**config.mk**
```make
export PLATFORM = sky130hd
export DESIGN_NAME = poly_voice_alloc
export DESIGN_NICKNAME = d
export VERILOG_FILES = /design/src/rtl/synth_pkg.sv /design/src/rtl/poly_voice_pick.sv /design/src/rtl/poly_voice_alloc.sv
export SDC_FILE = /design/constraint.sdc
export NUM_CORES = 1
export LEC_CHECK = 0
export BUFFER_PORTS_ARGS = -buffer_cell sky130_fd_sc_hd__buf_2
export CAP_MARGIN = 20
export CORE_MARGIN = 2
export CORE_UTILIZATION = 40
export DETAILED_ROUTE_END_ITERATION = 16
export PLACE_DENSITY = 0.7
export SLEW_MARGIN = 20
export SYNTH_ARGS = -nofsm -noshare
export SYNTH_HDL_FRONTEND = slang
export SYNTH_SLANG_ARGS = --single-unit
```
**constraint.sdc**
```tcl
create_clock -name clk -period 3.8 [get_ports clk]
set_input_delay 0.19 -clock clk [delete_from_list [all_inputs] [get_ports clk]]
set_output_delay 0.19 -clock clk [all_outputs]
set_load 0.03 [all_outputs]
```
**src/rtl/synth_pkg.sv**
```systemverilog
// Shared types for the polyphonic voice allocator.
//   NOTE_W_DEF / VEL_W_DEF : default note-number and velocity widths
//   state_t                : allocator FSM states
//   ev_kind_t              : normalised event kind carried through the pipeline
package synth_pkg;

   localparam int unsigned NOTE_W_DEF = 7;
   localparam int unsigned VEL_W_DEF  = 7;

   typedef enum logic [1:0] {
      IDLE   = 2'd0,
      SCAN   = 2'd1,
      COMMIT = 2'd2
   } state_t;

   typedef enum logic {
      EV_ON  = 1'b0,
      EV_OFF = 1'b1
   } ev_kind_t;

endpackage

```
**src/rtl/poly_voice_pick.sv**
```systemverilog
// Combinational max-rank picker: returns the candidate voice with the highest
// LRU rank (the oldest) among those set in mask.
//   rank  : flattened rank array, voice v at [v*RANK_W +: RANK_W]
//   mask  : candidate voices
//   idx   : index of the oldest candidate (0 when none)
//   found : at least one candidate was present
module poly_voice_pick #(
   parameter int unsigned VOICES = 4,
   parameter int unsigned RANK_W = 2
) (
   input  logic [VOICES*RANK_W-1:0] rank,
   input  logic [VOICES-1:0]        mask,
   output logic [RANK_W-1:0]        idx,
   output logic                     found
);

   logic [RANK_W-1:0] best;

   // Ranks are a permutation, so a strict compare yields a unique winner.
   always_comb begin
      idx   = '0;
      found = 1'b0;
      best  = '0;
      for (int unsigned v = 0; v < VOICES; v++) begin
         if (mask[v] && (!found || (rank[v*RANK_W +: RANK_W] > best))) begin
            best  = rank[v*RANK_W +: RANK_W];
            idx   = RANK_W'(v);
            found = 1'b1;
         end
      end
   end

endmodule

```
**src/rtl/poly_voice_alloc.sv**
```systemverilog
// Polyphonic voice allocator: turns MIDI note-on/off strobes into VOICES
// independent gate/note/velocity slots. Allocation order: same-note reuse,
// oldest free voice, then steal the oldest held voice (LRU ranks).
// Each event takes SCAN + COMMIT; a 1-deep pending buffer absorbs one event
// arriving while busy, further ones are dropped and flagged on overflow.
// Optional feature macro: SUSTAIN_PEDAL_EN (adds the sustain input).
// Ports:
//   clk, rst          : clock, asynchronous active-high reset
//   note_on, note_off : one-cycle strobes, note/velocity valid with them
//   all_off           : one-cycle all-notes-off strobe
//   sustain           : sustain pedal level (SUSTAIN_PEDAL_EN only)
//   gate, retrig      : per-voice gate and one-cycle (re)assign pulse
//   voice_note/vel    : flattened per-voice note and velocity
//   overflow          : one-cycle pulse when an event is dropped
module poly_voice_alloc
   import synth_pkg::*;
#(
   parameter int unsigned VOICES = 4,
   parameter int unsigned NOTE_W = NOTE_W_DEF,
   parameter int unsigned VEL_W  = VEL_W_DEF,
   parameter int unsigned RANK_W = 2
) (
   input  logic                     clk,
   input  logic                     rst,
   input  logic                     note_on,
   input  logic                     note_off,
   input  logic [NOTE_W-1:0]        note,
   input  logic [VEL_W-1:0]         velocity,
   input  logic                     all_off,
`ifdef SUSTAIN_PEDAL_EN
   input  logic                     sustain,
`endif
   output logic [VOICES-1:0]        gate,
   output logic [VOICES*NOTE_W-1:0] voice_note,
   output logic [VOICES*VEL_W-1:0]  voice_vel,
   output logic [VOICES-1:0]        retrig,
   output logic                     overflow
);

   localparam logic [1:0] ST_IDLE   = IDLE;
   localparam logic [1:0] ST_SCAN   = SCAN;
   localparam logic [1:0] ST_COMMIT = COMMIT;

   logic [1:0]               state_q, state_d;
   ev_kind_t                 cur_kind_q, cur_kind_d, pend_kind_q, pend_kind_d, in_kind;
   logic [NOTE_W-1:0]        cur_note_q, cur_note_d, pend_note_q, pend_note_d;
   logic [VEL_W-1:0]         cur_vel_q, cur_vel_d, pend_vel_q, pend_vel_d;
   logic                     pend_valid_q, pend_valid_d;
   logic [VOICES-1:0]        gate_d, retrig_d;
   logic [VOICES*NOTE_W-1:0] voice_note_d;
   logic [VOICES*VEL_W-1:0]  voice_vel_d;
   logic                     overflow_d;
   logic [RANK_W-1:0]        rank_q [VOICES];
   logic [RANK_W-1:0]        rank_d [VOICES];
   logic [VOICES*RANK_W-1:0] rank_flat;

   // Snapshot taken in SCAN and consumed in COMMIT.
   logic [VOICES-1:0]        match_q, match_d;
   logic [RANK_W-1:0]        free_idx_q, free_idx_d, steal_idx_q, steal_idx_d;
   logic                     free_found_q, free_found_d, any_found_q, any_found_d;

   logic [RANK_W-1:0]        pick_free_idx, pick_all_idx, tgt, tgt_rank;
   logic                     pick_free_found, pick_all_found, in_valid, hit;

`ifdef SUSTAIN_PEDAL_EN
   logic [VOICES-1:0]        held_q, held_d;
   logic                     sus_q;
   logic [RANK_W-1:0]        pick_held_idx;
   logic                     pick_held_found;
`endif

   always_comb begin
      for (int unsigned v = 0; v < VOICES; v++) rank_flat[v*RANK_W +: RANK_W] = rank_q[v];
   end

   poly_voice_pick #(.VOICES(VOICES), .RANK_W(RANK_W)) u_pick_free (
      .rank(rank_flat), .mask(~gate), .idx(pick_free_idx), .found(pick_free_found));

   poly_voice_pick #(.VOICES(VOICES), .RANK_W(RANK_W)) u_pick_all (
      .rank(rank_flat), .mask({VOICES{1'b1}}), .idx(pick_all_idx), .found(pick_all_found));

`ifdef SUSTAIN_PEDAL_EN
   // Sustained-but-released voices are stolen before key-down voices.
   poly_voice_pick #(.VOICES(VOICES), .RANK_W(RANK_W)) u_pick_held (
      .rank(rank_flat), .mask(held_q), .idx(pick_held_idx), .found(pick_held_found));
`endif

   // Next-state and output logic.
   always_comb begin
      state_d      = state_q;
      cur_kind_d   = cur_kind_q;
      cur_note_d   = cur_note_q;
      cur_vel_d    = cur_vel_q;
      pend_valid_d = pend_valid_q;
      pend_kind_d  = pend_kind_q;
      pend_note_d  = pend_note_q;
      pend_vel_d   = pend_vel_q;
      gate_d       = gate;
      voice_note_d = voice_note;
      voice_vel_d  = voice_vel;
      retrig_d     = '0;
      overflow_d   = 1'b0;
      rank_d       = rank_q;
      match_d      = match_q;
      free_idx_d   = free_idx_q;
      free_found_d = free_found_q;
      steal_idx_d  = steal_idx_q;
      any_found_d  = any_found_q;
`ifdef SUSTAIN_PEDAL_EN
      held_d       = held_q;
`endif
      tgt          = '0;
      tgt_rank     = '0;
      hit          = 1'b0;

      // Zero-velocity note-on and simultaneous on+off both mean note-off.
      in_valid = note_on | note_off;
      in_kind  = (note_off || (velocity == '0)) ? EV_OFF : EV_ON;

      case (state_q)
         ST_IDLE: begin
            if (in_valid) begin
               cur_kind_d = in_kind;
               cur_note_d = note;
               cur_vel_d  = velocity;
               state_d    = ST_SCAN;
            end
         end

         ST_SCAN: begin
            for (int unsigned v = 0; v < VOICES; v++)
               match_d[v] = gate[v] && (voice_note[v*NOTE_W +: NOTE_W] == cur_note_q);
            free_idx_d   = pick_free_idx;
            free_found_d = pick_free_found;
            any_found_d  = pick_free_found | pick_all_found;
            steal_idx_d  = pick_all_idx;
`ifdef SUSTAIN_PEDAL_EN
            if (pick_held_found) steal_idx_d = pick_held_idx;
`endif
            if (in_valid) begin
               if (pend_valid_q) begin
                  overflow_d = 1'b1;
               end else begin
                  pend_valid_d = 1'b1;
                  pend_kind_d  = in_kind;
                  pend_note_d  = note;
                  pend_vel_d   = velocity;
               end
            end
            state_d = ST_COMMIT;
         end

         ST_COMMIT: begin
            for (int unsigned v = 0; v < VOICES; v++) begin
               if (!hit && match_q[v]) begin
                  hit = 1'b1;
                  tgt = RANK_W'(v);
               end
            end
            if (cur_kind_q == EV_ON) begin
               if (!hit) tgt = free_found_q ? free_idx_q : steal_idx_q;
               for (int unsigned v = 0; v < VOICES; v++)
                  if (RANK_W'(v) == tgt) tgt_rank = rank_q[v];
               if (hit || any_found_q) begin
                  // Target becomes newest; everything younger than it ages by one.
                  for (int unsigned v = 0; v < VOICES; v++) begin
                     if (RANK_W'(v) == tgt) begin
                        gate_d[v]                        = 1'b1;
                        voice_note_d[v*NOTE_W +: NOTE_W] = cur_note_q;
                        voice_vel_d[v*VEL_W +: VEL_W]    = cur_vel_q;
                        retrig_d[v]                      = 1'b1;
                        rank_d[v]                        = '0;
`ifdef SUSTAIN_PEDAL_EN
                        held_d[v]                        = 1'b0;
`endif
                     end else if (rank_q[v] < tgt_rank) begin
                        rank_d[v] = rank_q[v] + RANK_W'(1);
                     end
                  end
               end
            end else begin
               // Note and velocity are kept so release tails keep their pitch.
               for (int unsigned v = 0; v < VOICES; v++) begin
                  if (match_q[v]) begin
`ifdef SUSTAIN_PEDAL_EN
                     if (sustain) held_d[v] = 1'b1;
                     else         gate_d[v] = 1'b0;
`else
                     gate_d[v] = 1'b0;
`endif
                  end
               end
            end

            // An event arriving now goes straight to cur when pending is empty.
            if (pend_valid_q) begin
               cur_kind_d   = pend_kind_q;
               cur_note_d   = pend_note_q;
               cur_vel_d    = pend_vel_q;
               pend_valid_d = 1'b0;
               state_d      = ST_SCAN;
               if (in_valid) overflow_d = 1'b1;
            end else if (in_valid) begin
               cur_kind_d = in_kind;
               cur_note_d = note;
               cur_vel_d  = velocity;
               state_d    = ST_SCAN;
            end else begin
               state_d = ST_IDLE;
            end
         end

         default: state_d = ST_IDLE;
      endcase

`ifdef SUSTAIN_PEDAL_EN
      // Pedal release drops every voice that was only being sustained.
      if (sus_q && !sustain) begin
         gate_d = gate_d & ~held_d;
         held_d = '0;
      end
`endif

      // all_off wins over any in-flight commit and flushes the pipeline.
      if (all_off) begin
         gate_d       = '0;
         voice_note_d = voice_note;
         voice_vel_d  = voice_vel;
         retrig_d     = '0;
         overflow_d   = 1'b0;
         rank_d       = rank_q;
         pend_valid_d = 1'b0;
         state_d      = ST_IDLE;
`ifdef SUSTAIN_PEDAL_EN
         held_d       = '0;
`endif
      end
   end

   // State and output registers.
   always_ff @(posedge clk or posedge rst) begin
      if (rst) begin
         state_q      <= ST_IDLE;
         cur_kind_q   <= EV_OFF;
         cur_note_q   <= '0;
         cur_vel_q    <= '0;
         pend_valid_q <= 1'b0;
         pend_kind_q  <= EV_OFF;
         pend_note_q  <= '0;
         pend_vel_q   <= '0;
         gate         <= '0;
         voice_note   <= '0;
         voice_vel    <= '0;
         retrig       <= '0;
         overflow     <= 1'b0;
         for (int unsigned v = 0; v < VOICES; v++) rank_q[v] <= RANK_W'(v);
         match_q      <= '0;
         free_idx_q   <= '0;
         free_found_q <= 1'b0;
         steal_idx_q  <= '0;
         any_found_q  <= 1'b0;
`ifdef SUSTAIN_PEDAL_EN
         held_q       <= '0;
         sus_q        <= 1'b0;
`endif
      end else begin
         state_q      <= state_d;
         cur_kind_q   <= cur_kind_d;
         cur_note_q   <= cur_note_d;
         cur_vel_q    <= cur_vel_d;
         pend_valid_q <= pend_valid_d;
         pend_kind_q  <= pend_kind_d;
         pend_note_q  <= pend_note_d;
         pend_vel_q   <= pend_vel_d;
         gate         <= gate_d;
         voice_note   <= voice_note_d;
         voice_vel    <= voice_vel_d;
         retrig       <= retrig_d;
         overflow     <= overflow_d;
         rank_q       <= rank_d;
         match_q      <= match_d;
         free_idx_q   <= free_idx_d;
         free_found_q <= free_found_d;
         steal_idx_q  <= steal_idx_d;
         any_found_q  <= any_found_d;
`ifdef SUSTAIN_PEDAL_EN
         held_q       <= held_d;
         sus_q        <= sustain;
`endif
      end
   end

endmodule

```
==> metrics.txt, run 1 <==
Pre-antenna DRT Iters 5; yosys warns 0; failing checks negative hold slack; relative slew slack about 28%; Period minus WS final 3.58 ns; CTS tree done; DR DRC count 0; Initial Utilization 40.5%; fin cells ~780; worst reg2reg endpoint free_idx_q[0]; initial antenna violation count 1; distinct cell type count after synthesis 57; leakage power total 0.00344 uW; Row Count 44; top cell type's share of synthesized area between 40% and 50%; vias 4112; ant diodes 0; fin crit share 94.1%; status finished with violations; Root Buffer clkbuf_16; Total Wirelength ~14000 um; I/O Pins 84; Post-Place Cell Area 6400 um2; DR vias/cell 5.26; Die Wd 125 um; worst hold path class input pin to async pin; PnR Total Power 5390 uW; clock buffer depth 2; Crit path buffers/inverters 2; number of buffers added on ports between 80 and 90; Routability Congestion 0.808; r2r startpoint gate[0]; Crit. End Element register; largest cells by area after synthesis dfrtp_1 47%, mux2_2 11%, ha_1 4.9%; slew of the pin with the lowest slew margin 1.08 ns; Syn Nets 537; DR WL/cell 17.8 um; cell family with most CP delay compound AO/OA/AOI/OAI gates; GRT Util Overall 18.5%; Power per Cell Area 768 nW/um2; Gate Count Post-Synth 495; Inst Count DP 744; VDD IR max 472 uV; max_cap viols 0; die area around 16000 um2; total global routing overflow 0; DR WL met3 about 850 um; mapped cell area 5850 um2; Max H-tree Level 4; Final Hold Viols 7; number of clock sinks 116; Worst EP required 4.13 ns; critical path, cell by cell inv_2, nand2_1, ha_1, nor2b_1, o21ai_2, o21a_1, a22oi_2, ha_1, nor2b_1, o21ai_0, a21oi_1, inv_1, mux2_2, ha_1, nor2b_1, a2bb2oi_1, nor2_1, o21a_1, a21oi_1; Core Footprint between 10000 and 15000 um2; Post-synth EDFFs 0; Main synth FF type dfrtp_1; Inserted Clock Buffers 17; cell taking the most area after synthesis dfrtp_1; Crit Path Category register to register; post-layout util 48.7%; Post-synth ARST share 100%; Arrival @ worst endpoint 3.91 ns; dpl hpwl 9780 um; Die H 125 um; fin area approximately 7000 um2; Reg clk slew, reported paths 0.05 ns; biggest cell delay along the critical path 0.44 ns; synth cell count leaders 110 x dfrtp_1, 57 x mux2_2, 35 x nand2_1; r2r setup slk between 0.2 and 0.25 ns; share of cells above drive strength 1 36.8%; Final Skew 0.0102 ns; max frequency ~280 MHz; Yosys reg bits 116; Max Transition Viols Final 0; uppermost layer routed met5; 1st-iter DRT viols 191; most common cell in the netlist dfrtp_1; r2r worst-path depth 19; number of cells on the critical path 19; CP max-delay cell dfrtp_2; startpoint types register; unrepaired setup endpoints after global routing yes; post-synthesis sequential area ratio 49.8%; Clock Latency Late Sink 0.41 ns; global-route wire length before repair 22800 um; critical path peak fanout 5; Hold Slack -0.0112 ns; largest net degree at the start of global routing 80; Syn Area/Cell between 10 and 15 um2; WL met2 approximately 7000 um; synthesis-to-layout area growth 20.2%; final setup vio count 0; remaining antenna violation count 0; met1 wire length between 6000 and 7000 um; vias in the first global route 4334; layout net count 627
==> timing repair <==
item	CTS	global route
hold endpoints to repair	1	0
setup buffers	0	5
pin swaps	1	1
hold buffers	1	0
gates resized for setup	0	6
endpoints found under the setup margin	2	2
==> power breakdown <==
group / switching [uW] / leakage [uW] / internal (uW)
sequential: 337 / 0.00149 / 1580
clock: 528 / 0.000277 / 981
combinational: 1090 / 0.00167 / 881
==> routing by layer <==
layer,track usage [%],vias to the layer above
li1,-,1923
met4,6.41,2
met3,5.41,22
met1,22.8,2043
met5,0,-
met2,31.2,122
==> placed cells by master, fill, tap and decap left out, types with 2 or more instances in the layout <==
master / instances
o22a_1: 2
nand3_1: 8
buf_2: 83
o21ai_2: 2
xor2_1: 8
a311oi_1: 3
o21ai_0: 27
or2_2: 2
mux2i_1: 22
clkinv_2: 3
nand4_1: 8
inv_1: 18
nor3_1: 7
clkbuf_16: 17
dfrtp_1: 109
ha_1: 23
mux2_4: 17
nor2b_1: 4
nand2b_1: 4
or3_1: 3
mux2_2: 57
a31oi_1: 3
clkbuf_1: 5
clkbuf_8: 5
o22ai_1: 5
nor2_1: 27
xnor2_1: 20
nand2_1: 35
dfstp_2: 6
buf_4: 10
o21a_1: 6
a21oi_1: 16
==> logic make-up after synthesis <==
group | after synthesis | synth area share (%)
flops | 116 | 49.8
simple gates | 112 | 9.74
mux | 96 | 19.1
compound gates | 76 | 8.39
buf+inv | 44 | 3.85
xor+xnor | 28 | 4.20
fa+ha+maj | 23 | 4.92
==> worst max path at each step <==
stage / startpoint / end / slack [ns]
floorplan: gate[0] / free_idx_q[1] / 0.20
global placement: gate[0] / free_idx_q[1] / 0.16
detailed placement: gate[0] / free_idx_q[0] / 0.02
CTS: gate[0] / free_idx_q[0] / 0.002
global route: gate[0] / free_idx_q[1] / -0.04
finish: gate[0] / free_idx_q[0] / 0.22
==> worst register-to-register path, cell delays in order (launching register included) <==
cell and delay (ns):
dfrtp_2 0.44, inv_2 0.09, nand2_1 0.06, ha_1 0.29
nor2b_1 0.16, o21ai_2 0.08, o21a_1 0.20, a22oi_2 0.15
ha_1 0.27, nor2b_1 0.13, o21ai_0 0.13, a21oi_1 0.10
inv_1 0.11, mux2_2 0.34, ha_1 0.29, nor2b_1 0.13
a2bb2oi_1 0.18, nor2_1 0.05, o21a_1 0.18, a21oi_1 0.13
==> registers in the layout, indices dropped and copies added, names as in the netlist, 2 cells and up <==
signal and flops:
voice_note 28, rank_flat 8, cur_note_q 7, state_q 2, retrig 4, voice_vel 28, free_idx_q 2, pend_vel_q 7
pend_note_q 7, cur_vel_q 7, match_q 4, steal_idx_q 2, gate 4
==> cell type report <==
cell class	count	area [um2]
tap	184	230
sequential	116	2910
clock buffer	27	513
multi-input combinational	335	2730
fill	1329	7400
inverter	21	88.8
clock inverter	5	52.6
timing repair buffer	94	500
==> metrics by stage <==
stage	setup slack, ns	setup TNS [ns]
5_1_grt	-0.0381	-0.0530
3_3_place_gp	0.163	0
2_1_floorplan	0.203	0
3_5_place_dp	0.0156	0
6_report	0.224	0
4_1_cts	0.00187	0
No activity file was read; power rests on OpenSTA's default activity.
==> run 2, diff against run 1 <==
CORE_UTILIZATION = 62   (was 40)
PLACE_DENSITY = unset   (was 0.7)
PLACE_DENSITY_LB_ADDON = 0.3   (was unset)
clock period = 4.58 ns   (was 3.8 ns; I/O delays follow)
==> metrics.txt, run 2 (synthesis gave the netlist of run 1 again) <==
status complete, no violations; Fin Setup TNS 0 ns (unchanged); critical path peak fanout 7 (+2); Reg clk slew, reported paths 0.06 ns (about the same); Routability Congestion 0.902 (+12%); Final Hold Viols 0 (-7); Arrival @ worst endpoint 4.34 ns (+0.43 ns); worst reg2reg endpoint free_idx_q[1]; fin area 7020 um2 (about the same); vias 4349 (+5.8%); 1st-iter DRT viols 327 (+71%); Period minus WS final 3.90 ns (+0.321 ns); area occupied by registers 2910 um2 (about the same); Initial Utilization 63.6% (+23 points); global-route wire length before repair 23500 um (+2.8%); Total Wirelength 14700 um (+5.2%); switching share of total power 37.9% (+1.7 points); DR DRC count 0 (unchanged); clock buffer depth 2 (unchanged); Combinational Power Share 35.6% (-0.9 points); post_cts resized 0 (unchanged); initial antenna violation count 1 (unchanged); fin crit share 85.1% (-9.0 points); startpoint types register; max frequency 257 MHz (-8.2%); Inserted Clock Buffers 17 (unchanged); Max Transition Viols Final 0 (unchanged); dpl hpwl 9240 um (-5.5%); r2r setup slk 0.68 ns (+0.46 ns); Power Internal 2780 uW (-19%); Pre-antenna DRT Iters 7 (+2); number of clock sinks 116 (unchanged); commonest cells after routing, fill and taps aside 110 x dfrtp_1, 83 x buf_2, 57 x mux2_2; total global routing overflow 0 (unchanged); share of cells above drive strength 1 35.3% (-1.5 points); Crit Path Category register to register; Crit. End Element register; CTS tree done; # fillers 565 (-57%); VDD IR max 405 uV (-14%); largest net degree at the start of global routing 83 (+3.8%); Max H-tree Level 4 (unchanged); leakage power total 0.00346 uW (+0.67%); Hold Crit Start velocity[5]; worst hold path class input pin to register; Die H 101 um (-19%); PnR Total Power 4480 uW (-17%); I/O Pins 84 (unchanged); max_cap viols 0 (unchanged); power share of the sequential group 35.7% (about the same); die area 10200 um2 (-34%); clock power share 28.7% (+0.7 points); GRT Util Overall 30.4% (+12 points); r2r startpoint gate[0]; Die Wd 101 um (-19%); commonest non-fill, non-tap cell in the layout dfrtp_1; Row Count 35 (-20%); number of buffers added on ports 83 (unchanged); remaining antenna violation count 0 (unchanged); Hold Path Depth 2; DR WL/cell 20.5 um (+15%); Power per Cell Area 638 nW/um2 (-17%); relative slew slack 34.7% (+6.6 points); slew of the pin with the lowest slew margin 0.979 ns (-0.0984 ns); Post-Place Cell Area 6280 um2 (-1.8%); Root Buffer clkbuf_8; hold-critical path endpoint pend_vel_q[5]; Core Footprint 9200 um2 (-36%); Final Skew 0.00999 ns (-0.000229 ns); DR vias/cell 6.07 (+16%); layout net count 633 (+0.96%); multi-input logic area 2720 um2 (-0.46%); unrepaired setup endpoints after global routing no; vias in the first global route 4550 (+5.0%); final setup vio count 0 (unchanged); P_sw 1700 uW (-13%); synthesis-to-layout area growth 20.2% (about the same); r2r worst-path depth 19 (unchanged); Clock Latency Late Sink 0.52 ns (+0.11 ns); Worst EP required 5.02 ns (+0.89 ns)
run 2: cell types whose count changed in the layout (fill, tap and decap cells not counted), sizes merged:
cell / delta
diode: +1
clkinvlp: +2
clkbuf: -6
dlygate4sd3: +13
clkinv: -1
inv: +5
buf: -7
run 2: what timing repair did:
item,CTS,global route
buffers inserted,0,0
endpoints found under the hold margin,33,0
hold buffers,14,0
run 2: worst max path at each step:
stage / startpoint / endpoint / slack, ns
floorplan: gate[0] / free_idx_q[1] / 0.98
global placement: gate[0] / free_idx_q[1] / 1.01
detailed placement: gate[0] / free_idx_q[0] / 0.77
CTS: gate[0] / free_idx_q[1] / 0.75
global route: gate[0] / free_idx_q[1] / 0.34
finish: gate[0] / free_idx_q[1] / 0.68
run 2: power by group through the flow:
stage                     sequential (uW)  clock, uW  combinational [uW]
after floorplan                      1760          0                 971
after global placement               1570          0                1470
after detailed placement             1590          0                1550
after CTS                            1590       1300                1590
after global routing                 1630       1350                1740
final                                1600       1280                1600
run 2: per-layer routing:
| metal | vias to the layer above | GRT usage, % | wire, um |
|---|---|---|---|
| li1 | 1952 | - | - |
| met1 | 2187 | 37.8 | 5840 |
| met2 | 161 | 51.2 | 7590 |
| met3 | 49 | 7.07 | 719 |
| met4 | 0 | 13.1 | 527 |
| met5 | - | 0 | 0 |
run 2: final cells by class:
| class | count | area share, % |
|---|---|---|
| Multi-Input combinational cell | 335 | 38.7 |
| Antenna cell | 1 | 0.0356 |
| Clock buffer | 21 | 6.68 |
| Sequential cell | 116 | 41.4 |
| Clock inverter | 11 | 1.62 |
| Inverter | 21 | 1.30 |
| Timing Repair Buffer | 100 | 8.28 |
| Tap cell | 111 | 1.98 |
run 2: critical path, stage by stage (launching register included):
cell and delay (ns):
dfrtp_1 0.46, inv_1 0.13, nand2_1 0.07, ha_1 0.30
nor2b_1 0.13, o21ai_0 0.25, a21oi_1 0.16, a22oi_1 0.26
ha_1 0.28, nor2b_1 0.13, o21ai_0 0.14, a21oi_1 0.10
inv_1 0.12, mux2_2 0.35, ha_1 0.30, nor2b_1 0.15
a2bb2oi_1 0.17, nor2_1 0.06, o21a_1 0.17, a21oi_1 0.12
run 2: stage by stage:
step	setup WS (ns)	utilization (%)	cells	hold slack, ns
after floorplan	0.983	-	495	0.292
final	0.683	76.4	716	0.0130
after detailed placement	0.769	68.3	668	0.458
after global placement	1.01	68.3	668	0.454
after CTS	0.750	76.2	714	0.00821
after global routing	0.341	76.4	716	0.0140
==> run 3, diff against run 2 <==
MAX_ROUTING_LAYER = met4   (was unset)
REMOVE_ABC_BUFFERS = 1   (was unset)
==> metrics.txt, run 3 (synthesis gave the netlist of run 1 again) <==
Core Footprint 9200 um2 (unchanged); Crit. End Element register; I/O Pins 84 (unchanged); unrepaired setup endpoints after global routing no; largest net degree at the start of global routing 77 (-7.2%); Setup crit start gate[0]; vias in the first global route 4439 (-2.4%); max frequency 253 MHz (-1.3%); r2r startpoint gate[0]; layout net count 632 (-0.16%); final setup vio count 0 (unchanged); Power per Cell Area 641 nW/um2 (+0.41%); relative slew slack 24.7% (-10 points); dpl hpwl 8950 um (-3.1%); DR vias/cell 6.08 (about the same); commonest cells after routing, fill and taps aside 110 x dfrtp_1, 83 x buf_2, 57 x mux2_2; Die Wd 101 um (unchanged); Final Skew 0.0146 ns (+0.00463 ns); Inserted Clock Buffers 17 (unchanged); status complete, no violations; Die H 101 um (unchanged); startpoint types register; total global routing overflow 0 (unchanged); 1st-iter DRT viols 254 (-22%); max_cap viols 0 (unchanged); Initial Utilization 63.6% (unchanged); ant diodes 0 (-1); VDD IR max 433 uV (+7.0%); DR DRC count 0 (unchanged); vias 4338 (-0.25%); Max Transition Viols Final 0 (unchanged); slew of the pin with the lowest slew margin 1.13 ns (+0.151 ns); Hold Crit Start velocity[6]; fin crit share 86.2% (+1.1 points); Row Count 35 (unchanged); Fin Setup TNS 0 ns (unchanged); worst hold path class input pin to register; die area 10200 um2 (unchanged); Pre-antenna DRT Iters 6 (-1); leakage power total 0.00347 uW (+0.16%); clock buffer depth 2 (unchanged); Arrival @ worst endpoint 4.38 ns (+0.04 ns); global-route wire length before repair 22900 um (-2.4%); Period minus WS final 3.95 ns (+0.0515 ns); Worst EP required 5.01 ns (about the same); Crit Path Category register to register; # fillers 601 (+6.4%); PnR Total Power 4500 uW (+0.31%); GRT Util Overall 30.5% (+0.077 points); synthesis-to-layout area growth 20.0%; initial antenna violation count 0 (-1); commonest non-fill, non-tap cell in the layout dfrtp_1; share of cells above drive strength 1 35.0% (-0.27 points); remaining antenna violation count 0 (unchanged); CTS tree done; Reg clk slew, reported paths 0.06 ns (about the same); DR WL/cell 20.0 um (-2.2%); number of buffers added on ports 83 (unchanged); Root Buffer clkbuf_8; Max H-tree Level 4 (unchanged); Total Wirelength 14300 um (-2.5%); number of clock sinks 116 (unchanged); Final Hold Viols 0 (unchanged); critical path peak fanout 7 (unchanged); Routability Congestion 0.859 (-4.8%); Clock Latency Late Sink 0.51 ns (about the same)
==> run 3: cell count changes in the layout (fill, tap and decap cells not counted), sizes merged <==
cell / delta
bufinv: +2
inv: -1
clkbuf: -3
diode: -1
buf: -1
clkinv: +4
clkinvlp: -2
==> run 3: worst max-delay path: stages, from the launching register on <==
cell       delay (ns)
dfrtp_1          0.50
inv_1            0.15
nand2_1          0.07
ha_1             0.28
nor2b_1          0.13
o21ai_0          0.21
a21oi_1          0.16
a22oi_1          0.25
ha_1             0.28
nor2b_1          0.13
o21ai_0          0.14
a21oi_1          0.10
inv_1            0.11
mux2_2           0.35
ha_1             0.29
nor2b_1          0.14
a2bb2oi_1        0.20
nor2_1           0.06
o21a_1           0.19
a21oi_1          0.13
==> run 3: metrics by stage <==
step / hold WS, ns / setup WS (ns) / util [%] / instances / area, um2
after detailed placement: 0.463 / 0.757 / 68.3 / 668 / 6280
after global placement: 0.450 / 0.997 / 68.3 / 668 / 6280
after global routing: 0.00778 / 0.333 / 76.3 / 714 / 7020
after CTS: 0.00839 / 0.714 / 76.3 / 714 / 7020
final: 0.0297 / 0.632 / 76.3 / 714 / 7020
after floorplan: 0.292 / 0.983 / - / 472 / 5710
==> run 3: routing by layer <==
layer	part of all wire (%)	vias to the layer above	GRT usage, %	wire (um)
met2	50	188	48.9	7180
met4	2.4	0	12.4	346
met1	42	2186	38.0	5940
met3	5.9	33	6.45	842
met5	0	-	-	0
li1	-	1931	-	-
==> run 3: area by class of cell <==
class / instances / area (um2) / share of cell area, %
clock buffer: 18 / 418 / 5.96
sequential: 116 / 2910 / 41.5
inverter: 21 / 88.8 / 1.27
tap: 111 / 139 / 1.98
clock inverter: 14 / 174 / 2.48
timing repair buffer: 99 / 571 / 8.13
multi-input combinational: 335 / 2720 / 38.7
==> run 3: final timing paths <==
path                                 endpoint  slack, ns  cells after the start
max in group asynchronous          state_q[0]       3.02                      4
worst min-delay path            pend_vel_q[6]       0.03                      2
min in group asynchronous        voice_vel[6]       0.47                      3
worst min register to register  cur_note_q[6]       0.50                      2
worst max-delay path            free_idx_q[1]       0.63                     19
worst max register to register  free_idx_q[1]       0.63                     19
==> run 3: power by group <==
| group | switching [uW] | internal (uW) |
|---|---|---|
| sequential | 284 | 1310 |
| combinational | 889 | 677 |
| clock | 500 | 834 |
==> run 3: timing repair <==
item / 4_1_cts / 5_1_grt
hold buffers: 14 / 0
resized for setup: 0 / 0
buffers inserted: 0 / 0
hold endpoints to repair: 82 / 0
